[config.mk]
export PLATFORM = sky130hd
export DESIGN_NAME = hazard_fwd_unit
export DESIGN_NICKNAME = d
export VERILOG_FILES = /design/src/rtl/hazard_fwd_unit.sv
export SDC_FILE = /design/constraint.sdc
export NUM_CORES = 1
export LEC_CHECK = 0
export ABC_AREA = 1
export BUFFER_PORTS_ARGS = -buffer_cell sky130_fd_sc_hd__buf_4
export CAP_MARGIN = 20
export CORE_UTILIZATION = 25
export CTS_CLUSTER_DIAMETER = 30
export DETAILED_ROUTE_END_ITERATION = 7
export GPL_ROUTABILITY_DRIVEN = 0
export MAX_ROUTING_LAYER = met4
export RECOVER_POWER = 25
export SYNTH_ARGS = -nofsm -noshare
export SYNTH_HDL_FRONTEND = slang
export SYNTH_SLANG_ARGS = --single-unit
[constraint.sdc]
create_clock -name clk -period 1.72 [get_ports clk]
set_input_delay 0.086 -clock clk [delete_from_list [all_inputs] [get_ports clk]]
set_output_delay 0.086 -clock clk [all_outputs]
set_load 0.02 [all_outputs]
[src/rtl/hazard_fwd_unit.sv]
// hazard_fwd_unit: pipeline hazard detection and operand forwarding unit.
// Sits beside the ID stage of the 5-stage pipeline. Produces the PC / IF-ID
// enables, the IF-ID flush, the ID/EX bubble select and the two EX operand
// forwarding selects. A per-register scoreboard tracks destinations of
// variable-latency writers (multiply/divide) between issue and writeback.
// Optional build macro: HAZARD_STATS_EN adds saturating stall/flush counters
// (Stall_Cnt, Flush_Cnt) of width CNT_W.

module hazard_fwd_unit #(
    parameter int REG_AW   = 5,
    parameter int ZERO_REG = 1,
    parameter int CNT_W    = 16,
    localparam int NUM_REGS = 2**REG_AW
) (
    input  logic                clk,
    input  logic                rst_n,

    input  logic [REG_AW-1:0]   IF_ID_RS1,
    input  logic [REG_AW-1:0]   IF_ID_RS2,
    input  logic                IF_ID_Use1,
    input  logic                IF_ID_Use2,
    input  logic [REG_AW-1:0]   IF_ID_WriteReg,
    input  logic                IF_ID_RegWrite,
    input  logic                IF_ID_LongOp,

    input  logic [REG_AW-1:0]   ID_EX_RS1,
    input  logic [REG_AW-1:0]   ID_EX_RS2,
    input  logic [REG_AW-1:0]   ID_EX_WriteReg,
    input  logic                ID_EX_RegWrite,
    input  logic                ID_EX_MemRead,

    input  logic [REG_AW-1:0]   EX_MEM_WriteReg,
    input  logic                EX_MEM_RegWrite,

    input  logic [REG_AW-1:0]   MEM_WB_WriteReg,
    input  logic                MEM_WB_RegWrite,

    input  logic                LL_Issue,
    input  logic [REG_AW-1:0]   LL_IssueReg,
    input  logic                LL_Done,
    input  logic [REG_AW-1:0]   LL_DoneReg,
    input  logic                LL_Busy,

    input  logic                EX_BranchTaken,

    output logic                PC_En,
    output logic                IF_ID_En,
    output logic                IF_ID_Flush,
    output logic                Mux_sel,
    output logic [1:0]          FwdA,
    output logic [1:0]          FwdB,
    output logic [NUM_REGS-1:0] SB_Pending
`ifdef HAZARD_STATS_EN
    ,
    output logic [CNT_W-1:0]    Stall_Cnt,
    output logic [CNT_W-1:0]    Flush_Cnt
`endif
);

    // Forwarding select encodings for the EX operand muxes.
    localparam logic [1:0] FWD_REGFILE = 2'b00;
    localparam logic [1:0] FWD_MEM_WB  = 2'b01;
    localparam logic [1:0] FWD_EX_MEM  = 2'b10;

    // Register 0 is hardwired when ZERO_REG is set, so it never creates a
    // dependency of any kind.
    function automatic logic is_zero_reg(input logic [REG_AW-1:0] idx);
        return (ZERO_REG != 0) && (idx == '0);
    endfunction

    // A source depends on a writer only if the source is really read, the
    // writer really writes, the indices agree and the register is not x0.
    function automatic logic src_hits(input logic              rd_en,
                                      input logic              wr_en,
                                      input logic [REG_AW-1:0] src,
                                      input logic [REG_AW-1:0] dst);
        return rd_en && wr_en && (src == dst) && !is_zero_reg(src);
    endfunction

    // EX/MEM holds the younger result, so it is checked before MEM/WB.
    function automatic logic [1:0] fwd_select(input logic [REG_AW-1:0] src,
                                              input logic              exm_we,
                                              input logic [REG_AW-1:0] exm_rd,
                                              input logic              mwb_we,
                                              input logic [REG_AW-1:0] mwb_rd);
        if (src_hits(1'b1, exm_we, src, exm_rd)) begin
            return FWD_EX_MEM;
        end
        if (src_hits(1'b1, mwb_we, src, mwb_rd)) begin
            return FWD_MEM_WB;
        end
        return FWD_REGFILE;
    endfunction

    // ------------------------------------------------------------------
    // Long-latency scoreboard
    // ------------------------------------------------------------------
    logic [NUM_REGS-1:0] sb_q;
    logic [NUM_REGS-1:0] sb_d;

    // Next scoreboard: retire the completing register first, then mark the
    // issuing one, so a same-cycle issue and completion leaves the bit set.
    always_comb begin
        sb_d = sb_q;
        if (LL_Done) begin
            sb_d[LL_DoneReg] = 1'b0;
        end
        if (LL_Issue) begin
            sb_d[LL_IssueReg] = 1'b1;
        end
        if (ZERO_REG != 0) begin
            sb_d[0] = 1'b0;
        end
    end

    // Scoreboard register; reset discards every outstanding entry.
    always_ff @(posedge clk or negedge rst_n) begin
        if (!rst_n) begin
            sb_q <= '0;
        end else begin
            sb_q <= sb_d;
        end
    end

    assign SB_Pending = sb_q;

    // ------------------------------------------------------------------
    // Stall detection
    // ------------------------------------------------------------------
    logic load_use;
    logic raw_pend;
    logic waw_pend;
    logic struct_haz;
    logic stall;

    // Each stall source evaluated separately so the reasons stay readable.
    always_comb begin
        load_use   = ID_EX_MemRead &&
                     (src_hits(IF_ID_Use1, ID_EX_RegWrite, IF_ID_RS1, ID_EX_WriteReg) ||
                      src_hits(IF_ID_Use2, ID_EX_RegWrite, IF_ID_RS2, ID_EX_WriteReg));
        raw_pend   = (IF_ID_Use1 && sb_q[IF_ID_RS1]) ||
                     (IF_ID_Use2 && sb_q[IF_ID_RS2]);
        waw_pend   = IF_ID_RegWrite && sb_q[IF_ID_WriteReg];
        struct_haz = IF_ID_LongOp && LL_Busy;
        stall      = load_use || raw_pend || waw_pend || struct_haz;
    end

    // ------------------------------------------------------------------
    // Pipeline control
    // ------------------------------------------------------------------

    // A taken branch overrides any stall: the stalled instruction is on the
    // wrong path, so the front end refills while the bubble squashes ID.
    always_comb begin
        PC_En       = 1'b1;
        IF_ID_En    = 1'b1;
        IF_ID_Flush = 1'b0;
        Mux_sel     = 1'b0;
        if (EX_BranchTaken) begin
            IF_ID_Flush = 1'b1;
            Mux_sel     = 1'b1;
        end else if (stall) begin
            PC_En    = 1'b0;
            IF_ID_En = 1'b0;
            Mux_sel  = 1'b1;
        end
    end

    // ------------------------------------------------------------------
    // Operand forwarding
    // ------------------------------------------------------------------

    // Operand selects for the EX stage ALU inputs.
    always_comb begin
        FwdA = fwd_select(ID_EX_RS1, EX_MEM_RegWrite, EX_MEM_WriteReg,
                          MEM_WB_RegWrite, MEM_WB_WriteReg);
        FwdB = fwd_select(ID_EX_RS2, EX_MEM_RegWrite, EX_MEM_WriteReg,
                          MEM_WB_RegWrite, MEM_WB_WriteReg);
    end

`ifdef HAZARD_STATS_EN
    // ------------------------------------------------------------------
    // Statistics
    // ------------------------------------------------------------------
    logic [CNT_W-1:0] stall_cnt_q;
    logic [CNT_W-1:0] flush_cnt_q;

    // Saturating counters: stalls overridden by a branch count as flushes.
    always_ff @(posedge clk or negedge rst_n) begin
        if (!rst_n) begin
            stall_cnt_q <= '0;
            flush_cnt_q <= '0;
        end else begin
            if (stall && !EX_BranchTaken && (stall_cnt_q != '1)) begin
                stall_cnt_q <= stall_cnt_q + 1'b1;
            end
            if (EX_BranchTaken && (flush_cnt_q != '1)) begin
                flush_cnt_q <= flush_cnt_q + 1'b1;
            end
        end
    end

    assign Stall_Cnt = stall_cnt_q;
    assign Flush_Cnt = flush_cnt_q;
`endif

endmodule

==> impl_metrics.ini <==
[power_and_ir_drop]
p_leak_nw = 2.06
switching_share = 0.385
fin_total_pwr_mw = 3.90
power.ir.vdd_worst_uv = 706
internal_power_of_the_cells_mw = 2.40
sequentialPowerShare = 0.298
p_clk_frac = 0.260
netSwitchingPower_mw = 1.50
p_per_area_mw_per_mm2 = 942
gate_power_share = 0.442

[worst_hold_path]
worst_min_path_class = input port to flop

[synth]
synth_largest_area_cell = sky130_fd_sc_hd__dfrtp_1
synth_compound_gate_area_share = 0.173
ys_seq_area_frac = 0.270
synth_seq_cells = 31
synth_area_mm2 = 0.00287
synth_enable_flop_cells = 0
async_flop_share = 1.00
ys_top_cells_by_area = sky130_fd_sc_hd__dfrtp_1 27%, sky130_fd_sc_hd__nand3_1 17%, sky130_fd_sc_hd__nand2_1 17%
synth-main-ff-cell = sky130_fd_sc_hd__dfrtp_1
syn_area_per_cell_um2 = 6.11
synth_unique_cells = 28
synth-adder-area-share = 0
synth_top_family_by_area = simple AND/OR/NAND/NOR gates
syn-instance-count = 470
synthesis.nets = 534
yosys_warnings = 0
mux_share_of_post_synthesis_cell_area = 0
synth-simple-area-share = 0.384
yosys.area.top_type_share = 0.270
xor_and_xnor_area_share_after_synthesis = 0.0397

[clock_tree]
clk_path_buf_depth = 2
cts_root_buffer = sky130_fd_sc_hd__clkbuf_16
clk_pin_slew_worst_paths_ps = 50
clk-insertion-delay-late_ps = 270
cts_made_buffers = 5
cts.sink_count = 31
tritoncts = yes
cts-htree-levels = 2

[grt]
globalRouteMet3Util = 0.0251
antenna_found_initial = 0
grt_first_pass_wirelength_um = 17600
grt_start_max_net_pins = 32
via_count_of_the_first_global_routing_pass = 3486
grtUsageMet1 = 0.251
grt.total_usage = 0.193
grt-ovfl-total = 0
global_route.peak_usage_layer = met2
grt_use_met2 = 0.318

[timing]
setup_repair_after_global_routing_missed_its_margin = yes
report.final.slew_viol_count = 0
slew_headroom = 0.494
timing.setup.tns_ps = -208
finClkSkew_ps = 0
post-route-worst-setup-slack_ps = -77.1
hold_viol_final = 0
finalSetupViolCount = 3
layout_min_cycle_time_ps = 1800
worstMarginPinSlew_ps = 759
fmaxAchievable_mhz = 556
final_cycle_utilization_of_the_critical_path = 1.04

[setup_path]
critical_path.endpoint_type = primary output
critical_path_class = flop to primary output
cp-start-kind = flop
crit_cells = 12
timing.rr.end = SB_Pending[30]
crit_start = SB_Pending[5]
crit_required_ps = 1630
critical_path.max_stage_delay_ps = 430
reg2reg_from = SB_Pending[30]
timing.critical_path.max_delay_family = simple AND/OR/NAND/NOR gates
timing.critical_path.cells = inv_1 > nand2_1 > nand3_2 > nand2_1 > nand2_1 > nand2_1 > nand2_1 > nand3_2 > nand3_2 > nand2_2 > o21ai_4 > buf_6
worstSetupEndpoint = IF_ID_En
r2r_slack_ps = 710
worst-endpoint-arrival_ps = 1710
critical_path_peak_fanout = 4
worst-path-buf-inv = 2
r2r_worst_path_depth = 4
critical_path.most_common_cell = sky130_fd_sc_hd__nand2_1
slowest_stage = sky130_fd_sc_hd__dfrtp_1

[layout]
final_cell_mix = 124 x sky130_fd_sc_hd__nand2_1, 121 x sky130_fd_sc_hd__buf_4, 87 x sky130_fd_sc_hd__nand3_1
area_growth_pct = 44.2
nNetsFinal = 653
number_of_flip_flops_under_the_largest_register_name = 31
post-route-util = 0.375
drive_gt1_frac = 0.303
final_design_area_no_fill_mm2 = 0.00414
diodes = 0
final-instance-count-excl-fill = 730
mostFrequentLayoutCell = sky130_fd_sc_hd__nand2_1

[placement]
post-place-cells = 697
dp_hpwl_um = 8590
port-buffer-count = 102
post_dp_cell_area_mm2 = 0.00368

[job]
drv.max_cap_violation_count = 0

[drt]
ant_nets = 0
dr.first_iter.drc_count = 374
wl_per_cell_um = 15.3
dr_total_vias = 3710
routed_wl_um = 11200
drt_first_pass_iters = 5
drc_errors = 0
post_drt_via_cell_ratio = 5.08

[status]
run_status = complete, but fails checks
failed_checks = negative setup slack

[floorplanning]
design.portCount = 104
initial_core_util = 0.260
row_count = 38
placeableCoreArea_mm2 = 0.0110
die_height_um = 109
die-width_um = 109
floorplan.die_area_mm2 = 0.0119
-- cell type report --
cell class | count | area [um^2]
multi-input cells | 360 | 1790
clock inverters | 2 | 35.0
flip-flops and latches | 31 | 796
fillers | 1198 | 6890
clock buffers | 6 | 139
repair buffers | 127 | 961
inverters | 64 | 245
well taps | 140 | 175
-- stage by stage --
stage                     setup slack, ps  hold WS (ps)
after global placement                165          37.5
after floorplan                      26.8          -210
after CTS                           -15.0           188
after global routing                 -153           217
after detailed placement              121          40.3
final                               -77.1           188
-- power by group through the flow --
stage / registers (mW) / clock network (mW) / logic, mW
final: 1.16 / 1.02 / 1.72
after global routing: 1.18 / 1.06 / 1.89
after CTS: 1.15 / 1.03 / 1.60
after detailed placement: 1.18 / 0 / 1.42
after global placement: 1.17 / 0 / 1.42
after floorplan: 1.28 / 0 / 0.619
-- cell usage after synthesis, drive strengths merged, types with 2 or more instances --
library cell,instances
dfrtp,31
xor2,7
xnor2,6
inv,64
o21ai,73
nand2,128
o211ai,7
nand4,3
o22ai,2
buf,15
nor4,3
a21oi,5
nor2,23
nand3,97
-- worst reg2reg max path, stage by stage, from the launching register on --
cell	delay, ps
sky130_fd_sc_hd__dfrtp_2	440
sky130_fd_sc_hd__buf_4	150
sky130_fd_sc_hd__buf_4	130
sky130_fd_sc_hd__o21ai_0	60
sky130_fd_sc_hd__o21ai_0	110
-- cells by family (layout without fill, tap and decap cells) --
| logic type | count (synthesis) | in the layout |
|---|---|---|
| other | 1 | 1 |
| and+or+nand+nor | 255 | 255 |
| xor gates and xnor gates | 13 | 13 |
| DFF | 31 | 31 |
| buffers and inverters | 79 | 199 |
| AOI/OAI and AO/OA | 91 | 91 |
-- worst min-delay path by stage --
stage	startpoint	end	slack [ps]	cells after the start
2_1_floorplan	rst_n	SB_Pending[10]	-210	0
6_report	LL_IssueReg[4]	SB_Pending[16]	190	3
3_5_place_dp	rst_n	SB_Pending[6]	40	1
5_1_grt	LL_IssueReg[4]	SB_Pending[22]	220	3
4_1_cts	LL_IssueReg[4]	SB_Pending[17]	190	3
3_3_place_gp	rst_n	SB_Pending[6]	40	1
-- layer usage --
layer,wire (um),up-vias
met1,4870,1700
met4,101,0
met5,0,-
met3,1070,12
met2,5150,205
li1,-,1793
-- repair_timing --
item	in CTS	in global routing
endpoints found under the setup margin	3	3
endpoints found under the hold margin	31	0
pin swaps	1	13
hold buffers	1	0
buffers inserted	16	8
gates resized for setup	16	31
No activity file was read; power rests on OpenSTA's default activity.
